<file path="src/rtl/bank_htu_pkg.sv">
// Shared types for the line status tracker: per-offset coherence state and
// the clean/writeback sequencer state.
package bank_htu_pkg;

  typedef logic [1:0] off_state_t;

  localparam off_state_t EMPTY = 2'b00;
  localparam off_state_t SYNC  = 2'b01;
  localparam off_state_t DIRTY = 2'b10;

  typedef enum logic [1:0] {
    IDLE = 2'b00,
    SCAN = 2'b01,
    WB   = 2'b10,
    DONE = 2'b11
  } clean_state_e;

  // The unused 2'b11 code reads back as EMPTY.
  function automatic off_state_t off_legal(input off_state_t s);
    return (s == 2'b11) ? EMPTY : s;
  endfunction

endpackage

</file>
<file path="src/rtl/bank_htu_offset_cell.sv">
// State flop and next-state rule for one offset of one tracked cacheline.
module bank_htu_offset_cell
  import bank_htu_pkg::*;
(
  input  logic       clk_i,
  input  logic       rst_ni,
  input  logic       write_i,
  input  logic       hit_i,
  input  logic       line_hit_i,
  input  logic       alloc_i,
  input  logic       enable_i,
  input  logic       wb_clean_i,
  output off_state_t state_o
);

  off_state_t state_q, state_d, cur;

  always_comb begin
    cur     = off_legal(state_q);
    state_d = cur;
    if (wb_clean_i) begin
      state_d = SYNC;
    end else if (enable_i) begin
      if (alloc_i) begin
        if (!write_i)   state_d = SYNC;
        else if (hit_i) state_d = DIRTY;
        else            state_d = EMPTY;
      end else if (line_hit_i && hit_i) begin
        // A read hit only fills an empty slot; a write hit always dirties.
        if (write_i)            state_d = DIRTY;
        else if (cur == EMPTY)  state_d = SYNC;
      end
    end
  end

  always_ff @(posedge clk_i or negedge rst_ni) begin
    if (!rst_ni) state_q <= EMPTY;
    else         state_q <= state_d;
  end

  assign state_o = off_legal(state_q);

endmodule

</file>
<file path="src/rtl/bank_htu_line_status.sv">
// Per-offset status tracker for a bank of cachelines, with a clean sequencer
// that walks one line and issues a writeback for every DIRTY offset.
module bank_htu_line_status
  import bank_htu_pkg::*;
#(
  parameter  int NUM_LINES   = 4,
  parameter  int NUM_OFFSETS = 4,
  localparam int LINE_W      = $clog2(NUM_LINES),
  localparam int OFF_W       = $clog2(NUM_OFFSETS)
) (
  input  logic                     clk_i,
  input  logic                     rst_ni,
  input  logic                     upd_valid_i,
  output logic                     upd_ready_o,
  input  logic [LINE_W-1:0]        upd_line_i,
  input  logic                     upd_write_i,
  input  logic [NUM_OFFSETS-1:0]   upd_offset_mask_i,
  input  logic                     upd_line_hit_i,
  input  logic                     upd_line_alloc_i,
  input  logic                     clean_valid_i,
  output logic                     clean_ready_o,
  input  logic [LINE_W-1:0]        clean_line_i,
  output logic                     clean_done_o,
  output logic                     wb_valid_o,
  input  logic                     wb_ready_i,
  output logic [LINE_W-1:0]        wb_line_o,
  output logic [OFF_W-1:0]         wb_offset_o,
  input  logic [LINE_W-1:0]        status_line_i,
  output logic [2*NUM_OFFSETS-1:0] status_o,
  output logic [NUM_LINES-1:0]     line_dirty_o
);

  clean_state_e        state_q, state_d;
  logic [LINE_W-1:0]   line_q, line_d;
  logic [OFF_W-1:0]    cnt_q, cnt_d;
  off_state_t          st [NUM_LINES][NUM_OFFSETS];
  off_state_t          cur_off;
  logic                cnt_last, upd_acc, wb_hs;

  assign cnt_last = (cnt_q == OFF_W'(NUM_OFFSETS - 1));
  assign upd_acc  = upd_valid_i && upd_ready_o;
  assign wb_hs    = (state_q == WB) && wb_ready_i;
  assign cur_off  = st[line_q][cnt_q];

  for (genvar l = 0; l < NUM_LINES; l++) begin : g_line
    for (genvar k = 0; k < NUM_OFFSETS; k++) begin : g_off
      bank_htu_offset_cell u_cell (
        .clk_i      (clk_i),
        .rst_ni     (rst_ni),
        .write_i    (upd_write_i),
        .hit_i      (upd_offset_mask_i[k]),
        .line_hit_i (upd_line_hit_i),
        .alloc_i    (upd_line_alloc_i),
        .enable_i   (upd_acc && (upd_line_i == LINE_W'(l))),
        .wb_clean_i (wb_hs && (line_q == LINE_W'(l)) && (cnt_q == OFF_W'(k))),
        .state_o    (st[l][k])
      );
    end
  end

  always_ff @(posedge clk_i or negedge rst_ni) begin
    if (!rst_ni) begin
      state_q <= IDLE;
      line_q  <= '0;
      cnt_q   <= '0;
    end else begin
      state_q <= state_d;
      line_q  <= line_d;
      cnt_q   <= cnt_d;
    end
  end

  always_comb begin
    state_d = state_q;
    line_d  = line_q;
    cnt_d   = cnt_q;
    unique case (state_q)
      IDLE: if (clean_valid_i) begin
        line_d  = clean_line_i;
        cnt_d   = '0;
        state_d = SCAN;
      end
      SCAN: begin
        if (cur_off == DIRTY) state_d = WB;
        else if (cnt_last)    state_d = DONE;
        else                  cnt_d   = cnt_q + OFF_W'(1);
      end
      WB: if (wb_ready_i) begin
        if (cnt_last) begin
          state_d = DONE;
        end else begin
          state_d = SCAN;
          cnt_d   = cnt_q + OFF_W'(1);
        end
      end
      DONE:    state_d = IDLE;
      default: state_d = IDLE;
    endcase
  end

  // Updates to the line under clean are held off so the walk sees a stable line.
  always_comb begin
    clean_ready_o = (state_q == IDLE);
    wb_valid_o    = (state_q == WB);
    clean_done_o  = (state_q == DONE);
    wb_line_o     = line_q;
    wb_offset_o   = cnt_q;
    upd_ready_o   = (state_q == IDLE) || (upd_line_i != line_q);
  end

  always_comb begin
    status_o     = '0;
    line_dirty_o = '0;
    for (int k = 0; k < NUM_OFFSETS; k++) begin
      status_o[2*k +: 2] = st[status_line_i][k];
    end
    for (int l = 0; l < NUM_LINES; l++) begin
      for (int k = 0; k < NUM_OFFSETS; k++) begin
        if (st[l][k] == DIRTY) line_dirty_o[l] = 1'b1;
      end
    end
  end

endmodule

</file>
<file path="config.mk">
export PLATFORM = sky130hd
export DESIGN_NAME = bank_htu_line_status
export DESIGN_NICKNAME = d
export VERILOG_FILES = /design/src/rtl/bank_htu_pkg.sv /design/src/rtl/bank_htu_offset_cell.sv /design/src/rtl/bank_htu_line_status.sv
export SDC_FILE = /design/constraint.sdc
export NUM_CORES = 1
export LEC_CHECK = 0
export BUFFER_PORTS_ARGS = -buffer_cell sky130_fd_sc_hd__buf_2
export CORE_ASPECT_RATIO = 0.75
export CORE_UTILIZATION = 62
export CTS_BUF_LIST = sky130_fd_sc_hd__clkbuf_4 sky130_fd_sc_hd__clkbuf_8 sky130_fd_sc_hd__clkbuf_16
export DETAILED_ROUTE_END_ITERATION = 16
export PLACE_DENSITY_LB_ADDON = 0.08
export SYNTH_ARGS = -nofsm -noshare
export SYNTH_HDL_FRONTEND = slang
export SYNTH_SLANG_ARGS = --single-unit
</file>
<file path="constraint.sdc">
create_clock -name clk_i -period 4.4 [get_ports clk_i]
set_clock_uncertainty 0.2 [all_clocks]
set_input_delay 0.88 -clock clk_i [delete_from_list [all_inputs] [get_ports clk_i]]
set_output_delay 0.88 -clock clk_i [all_outputs]
set_load 0.02 [all_outputs]
</file>
**Word level (Yosys, flattened, before mapping)**

Cells that the tools add are included.

- Flip-flop bits (word level): 38
- Input port bits: 18
- Output and inout bits: 20
- Logic and storage cells: 287

- $add $sub $neg: 1
- $lt $le $gt $ge: 3
- Eq/ne operators: 50
- Muxes and demuxes: 156
- Bitwise logic cells: 3
- Reduce and logical (&&, ||, !) cells: 55

Operator list:

| operator | count |
|---|---|
| two-way mux 2 bit | 131 |
| equality test 2 bit, second input constant | 41 |
| zero test 2 bit | 20 |
| binary-select mux 8 bit (select 2 bit) | 2 |
| two-way mux 8 bit | 4 |
| logical AND 1 bit | 30 |
| two-way mux 1 bit | 16 |
| >= comparator 3 bit, second input constant | 3 |
| inverter 2 -> 3 bit | 3 |
| equality test 2 x 1 -> 1 bit, second input constant | 4 |
| one-hot mux 2 bit (4 select lines) | 1 |
| one-hot mux 2 bit (3 select lines) | 1 |
| binary-select mux 2 bit (select 2 bit) | 1 |
| != test 2 bit, second input constant | 2 |
| AND reduction 4 bit | 1 |
| != test 3 bit, second input constant | 1 |
| AND reduction 3 bit | 1 |
| nonzero test 3 bit | 1 |
| adder 2 x 1 -> 2 bit, second input constant | 1 |
| != test 2 x 1 -> 1 bit, second input constant | 1 |
| != test 2 bit | 1 |
| AND reduction 2 bit | 1 |
| logical OR 1 bit | 1 |

**Depth between registers and ports, before layout**

Gate-level depths: netlist (run 1).

- Depth in word-level cells: 11
- Depth in mapped cells: 7
- Mapped depth without buffers: 7

**By module**

From an unflattened synthesis (run 1), not the netlist that was laid out.

- Cells, all modules: 379
- Area, all modules: 3736.1 sq um

By module, submodules not included:

| module | times used | cells each | area each (sq um) | sequential area each (sq um) |
|---|---|---|---|---|
| bank_htu_offset_cell | 16 | 15 | 152.6 | 50.0 |
| bank_htu_line_status | 1 | 139 | 1293.7 | 150.1 |

**Worst setup path after synthesis (run 1)**

OpenSTA, ideal clock, no wires.

- Path kind: input-to-output
- From: in status_line_i[1]
- To: out status_o[5]
- Data arrival time: 1.984 ns
- Required time: 3.320 ns
- Slack: 1.336 ns
- Stages on the path: 3
- Buffers on the path: 1
- Cells stage by stage: buf_1 mux4_2 inv_1

- Longest elaborated chain between the ends: 4

RTL lines:

| element | RTL line | text |
|---|---|---|
| from (decl) | bank_htu_line_status.sv:28 | `input logic [LINE_W-1:0] status_line_i,` |
| inverter 2 -> 3 bit (not written as such) | bank_htu_line_status.sv:115 | `status_o[2*k +: 2] = st[status_line_i][k];` |
| binary-select mux 8 bit (select 2 bit) | bank_htu_line_status.sv:115 |  |
| two-way mux 8 bit (2 in series) | -- |  |
| to (decl) | bank_htu_line_status.sv:29 | `output logic [2*NUM_OFFSETS-1:0] status_o,` |

No other way between the ends. The select of a mux whose other input is x is not followed.

**Worst setup path after layout (run 1)**

Same ends and word-level chain as after synthesis.

==> impl_metrics.json, run 1 <==
{
  "max_slew_margin": 0.4261,
  "timing.final.crit_share": 0.6891,
  "seq_area_frac_synth": 0.3358,
  "clock_sinks": 38,
  "tightest_slew_ps": 860.9,
  "yosys.area.top_type_share": 0.3358,
  "wl_per_cell_um": 18.72,
  "min_period_ps": 3032,
  "cts_hold_buffers": 0,
  "finalSetupViolCount": 0,
  "syn_avg_cell_area_um2": 8.876,
  "min_path_cells": 3,
  "hold_violations": 0,
  "synth_seq_cells": 38,
  "regArea_um2": 950.9,
  "power_density_nw_per_um2": 648.8,
  "yosysTopAreaCell": "dfrtp_1",
  "cts_resized": 0,
  "grt_max_degree": 39,
  "initialDrtViolationCount": 301,
  "tritoncts": "built",
  "portBuffers": 37,
  "cts_buffers": 5,
  "fp.dieW_um": 80.04,
  "r2r-start": "wb_line_o[0]",
  "drc": 0,
  "clkTransAtPathRegs_ps": 70,
  "dp_hpwl_mm": 5.448,
  "synth_common_cells": "dfrtp_1, nand2_1, o21ai_0",
  "outcome": "finished clean",
  "r2r_cells": 5,
  "rsz0062_at_grt": "false",
  "clock_latency_ps": 300,
  "vias_per_cell": 6.675,
  "synth-async-reset-ratio": 1.000,
  "final_core_util": 0.7411,
  "synth_cells": 319,
  "netlist_area_um2": 2831,
  "rows": 20,
  "min_to": "g_line[0].g_off[3].u_cell.state_q[0]",
  "synth_edf_count": 0,
  "cp.required_ps": 3320,
  "vias": 2690,
  "endpoint_kind": "primary output",
  "synth_top_cells_by_area": "dfrtp_1, mux4_2, nor2b_1",
  "r2r-end": "g_line[1].g_off[0].u_cell.state_q[0]",
  "min_from": "g_line[0].g_off[3].u_cell.state_q[1]",
  "post-cts-setup-buffers": 0,
  "fin_tns_setup_ps": 0,
  "io_pins": 38,
  "critPathKind": "in -> out",
  "drv_slew": 0,
  "leakage_nw": 1.395,
  "fmax_ghz": 0.3298,
  "track_usage": 0.3413,
  "syn-num-nets": 346,
  "antenna_found_initial": 0,
  "finalNonFillerCells": 403,
  "cts_root_buf": "clkbuf_8",
  "hp-class": "reg -> reg",
  "overflow": 0,
  "drt_pass1_iterations": 8,
  "placed_cell_area_um2": 3002,
  "core_um2": 4204,
  "die_area_um2": 4844,
  "multi_input_area_um2": 1755,
  "initial_core_util": 0.6735,
  "yosys_warnings": 0,
  "reg2reg_slack_ps": 1890,
  "yosysMostFrequentCell": "dfrtp_1",
  "wl_mm": 7.544,
  "dp.cells": 395,
  "nNetsFinal": 374,
  "vdd_ir_drop_max_v": 0.0004409,
  "ys.flop_type": "dfrtp_1",
  "drive_above_1_share": 0.1810,
  "cts_buffer_depth": 2,
  "drv_cap": 0,
  "synth_cell_types": 47,
  "n_antenna_cell": 0,
  "fp.dieH_um": 60.53,
  "start_kind": "input port",
  "antenna_left": 0,
  "fillers": 329,
  "design_area_um2": 3115,
  "arrival_ps": 1950,
  "htree_levels": 2,
  "crit_fanout": 11,
  "grt_pass1_wl_mm": 12.24,
  "grt_pass1_vias": 2486,
  "place.gp.congestion": 0.9310,
  "syn2layout_area_growth_pct": 10.03
}
[where the power goes]
group | internal (W) | leakage, nW | switching [W]
Combinational | 0.000441 | 0.842 | 0.000662
Sequential | 0.000480 | 0.494 | 0.000125
Clock | 0.000182 | 0.0593 | 0.000131
[routing by layer]
layer / GRT usage / routed length [µm] / part of all wire
met5: 0 / 0 / 0
met1: 0.4884 / 3366 / 0.45
met2: 0.5067 / 3189 / 0.42
met4: 0.1122 / 133 / 0.018
met3: 0.09474 / 855 / 0.11
[cells by family after synthesis]
family | Yosys count | synth area share
buffers and inverters | 27 | 0.04419
muxes | 9 | 0.06363
AOI/OAI and AO/OA | 103 | 0.2567
xor gates and xnor gates | 2 | 0.006188
DFF | 38 | 0.3358
adders and majority gates | 9 | 0.03977
and+or+nand+nor | 131 | 0.2536
[sequential cells by signal, summed over array words and instances (netlist names)]
register	flops
g_line.g_off.u_cell.state_q	32
state_q	2
wb_offset_o	2
wb_line_o	2
[worst max path at each step]
stage                              to  slack (ps)  depth (start not counted)              from
after detailed placement  status_o[5]        1360                          4  status_line_i[1]
after floorplan           status_o[5]        1340                          3  status_line_i[1]
after global placement    status_o[1]        1400                          4  status_line_i[1]
final                     status_o[5]        1370                          4  status_line_i[1]
after global routing      status_o[5]        1310                          4  status_line_i[1]
after CTS                 status_o[5]        1360                          4  status_line_i[1]
[cells in the final DEF, fill, tap and decap left out, types with 8 or more instances in the layout]
| cell type | instances |
|---|---|
| nand2_1 | 26 |
| nor2_1 | 10 |
| a21oi_1 | 19 |
| nand2b_1 | 18 |
| dfrtp_1 | 38 |
| inv_1 | 10 |
| o21ai_0 | 26 |
| a31oi_1 | 10 |
| nor2b_1 | 22 |
| nand3_1 | 16 |
| or3_1 | 15 |
| buf_2 | 37 |
| ha_1 | 9 |
| o211a_1 | 8 |
[area by class of cell]
class / instances / share of cell area
Clock buffer: 7 / 0.02691
Clock inverter: 1 / 0.009639
Inverter: 11 / 0.01325
Multi-Input combinational cell: 254 / 0.5635
Sequential cell: 38 / 0.3052
Tap cell: 55 / 0.02209
Timing Repair Buffer: 37 / 0.05944
[worst max-delay path, cell delays in order]
cell and delay (ps):
buf_2 300, mux4_2 560, inv_1 60, buf_2 150
[stage by stage]
step / setup WS, ps / hold WS, ps / power [W]
floorplan: 1336 / 320.8 / 0.001409
global placement: 1396 / 353.5 / 0.001664
detailed placement: 1363 / 361.6 / 0.001686
CTS: 1361 / 377.6 / 0.002001
global route: 1306 / 411.2 / 0.002157
finish: 1368 / 380.9 / 0.002021
(Power assumes the default switching activity.)
==> run 2: changes to the inputs <==
- CORE_UTILIZATION: 62 -> 53
- clock period: 4.4 -> 2.6 ns (I/O delays scaled with it)
==> run 2 against run 1 <==
Net effect: worst setup slack lost 1200 ps; global-route usage shrank 4.2 points; clock power grew 40%; clock-buffer cell count is the same; die area grew 16%.
==> impl_metrics.json, run 2 (synthesis gave the netlist of run 1 again) <==
{
  "outcome": "finished clean",
  "cp_slowest_cell": "dfrtp_1",
  "track_usage": 0.2995,
  "htree_levels": 2,
  "drt_pass1_iterations": 4,
  "cts_resized": 0,
  "endpoint_kind": "flip-flop",
  "portBuffers": 37,
  "critPathKind": "reg -> reg",
  "vdd_ir_drop_max_v": 0.0006017,
  "regMostFlops": "g_line.g_off.u_cell.state_q",
  "nNetsFinal": 380,
  "grt_max_degree": 39,
  "overflow": 0,
  "fp.dieH_um": 65.30,
  "drv_cap": 0,
  "holdWs_ps": 133.5,
  "fp.dieW_um": 86.40,
  "rows": 22,
  "initialDrtViolationCount": 245,
  "drv_slew": 0,
  "wl_mm": 8.015,
  "max_stage_delay_ps": 620,
  "grt_pass1_wl_mm": 12.60,
  "wl_per_cell_um": 18.81,
  "die_area_um2": 5642,
  "arrival_ps": 2420,
  "tritoncts": "built",
  "fmax_ghz": 0.4181,
  "vias": 2731,
  "largest_register_ff_count": 32,
  "timing.final.crit_share": 0.9199,
  "crit_chain": "xor2_1, o31a_1, nand3b_1, or3_1, nand3_1",
  "cts_hold_buffers": 0,
  "min_period_ps": 2392,
  "clkTransAtPathRegs_ps": 70,
  "syn2layout_area_growth_pct": 11.71,
  "hp-class": "in -> async",
  "final.setup.worst_slack_ps": 208.2,
  "grt_pass1_vias": 2410,
  "crit_fanout": 14,
  "antenna_found_initial": 0,
  "initial_core_util": 0.5652,
  "p_total_w": 0.003410,
  "drive_above_1_share": 0.1949,
  "cts_buffers": 5,
  "finalSetupViolCount": 0,
  "final_cell_mix": "dfrtp_1, buf_2, o21ai_0, nand2_1, nor2b_1",
  "cts_root_buf": "clkbuf_8",
  "tightest_slew_ps": 866.8,
  "clock_sinks": 38,
  "clock_latency_ps": 300,
  "fin_tns_setup_ps": 0,
  "post-cts-setup-buffers": 0,
  "rsz0062_at_grt": "false",
  "antenna_left": 0,
  "vias_per_cell": 6.411,
  "path_delay_family": "simple AND/OR/NAND/NOR gates",
  "core_um2": 5010,
  "n_antenna_cell": 0,
  "preCtsSetupSlack_ps": 194.1,
  "start_kind": "flip-flop",
  "io_pins": 38,
  "mostFrequentLayoutCell": "dfrtp_1",
  "cp.required_ps": 2630,
  "cts_buffer_depth": 2,
  "place.gp.congestion": 0.9185,
  "leakage_nw": 1.418,
  "dp_hpwl_mm": 5.896,
  "hold_violations": 0,
  "max_slew_margin": 0.4222,
  "crit_buf_inv": 0,
  "drc": 0,
  "power_density_nw_per_um2": 1078
}
-- run 2: changes by cell type in the layout (fill, tap and decap cells not counted), sizes merged --
cell | before | now
buf | 37 | 43
bufinv | 1 | 0
clkinv | 0 | 1
-- run 2: through the flow --
step | cell area (µm²) | utilization | instances
2_1_floorplan | 2831 | - | 319
3_3_place_gp | 3068 | 0.6124 | 418
3_5_place_dp | 3068 | 0.6124 | 418
4_1_cts | 3163 | 0.6314 | 426
5_1_grt | 3163 | 0.6314 | 426
6_report | 3163 | 0.6314 | 426
-- run 2: path summary, 6_finish.rpt --
| kind | start | end | slack (ps) | cells after the start |
|---|---|---|---|---|
| worst min register to register | g_line[0].g_off[3].u_cell.state_q[1] | g_line[0].g_off[3].u_cell.state_q[0] | 370 | 3 |
| worst max register to register | wb_line_o[0] | g_line[1].g_off[0].u_cell.state_q[0] | 210 | 5 |
| worst max-delay path | wb_line_o[0] | g_line[1].g_off[0].u_cell.state_q[0] | 210 | 5 |
| worst min-delay path | rst_ni | g_line[0].g_off[0].u_cell.state_q[0] | 130 | 1 |
| min in group clk_i | clean_line_i[0] | wb_line_o[0] | 260 | 2 |
| max in group asynchronous | rst_ni | wb_line_o[0] | 1520 | 1 |
-- run 2: power breakdown --
group	switching [W]	total, W	internal, W	leakage [nW]
clock	0.000214	0.000438	0.000224	0.0517
sequential	0.000199	0.00101	0.000813	0.494
combinational	0.00117	0.00196	0.000790	0.872
-- run 2: worst register-to-register path, stage by stage (launching register included) --
cell	delay [ps]
dfrtp_1	620
xor2_1	300
o31a_1	230
nand3b_1	390
or3_1	490
nand3_1	100
-- run 2: routing by layer --
metal	track usage	share of wire	vias up
li1	-	-	1258
met1	0.4441	0.46	1305
met2	0.4306	0.42	143
met3	0.06156	0.091	25
met4	0.1063	0.025	0
met5	0	0	-
-- run 2: layout make-up --
type / count / area [µm²]
clock buffer: 7 / 90.09
multi-input combinational: 254 / 1755
sequential: 38 / 950.9
clock inverter: 1 / 5.005
fill: 452 / 1847
timing repair buffer: 43 / 230.2
tap: 72 / 90.09
inverter: 11 / 41.29
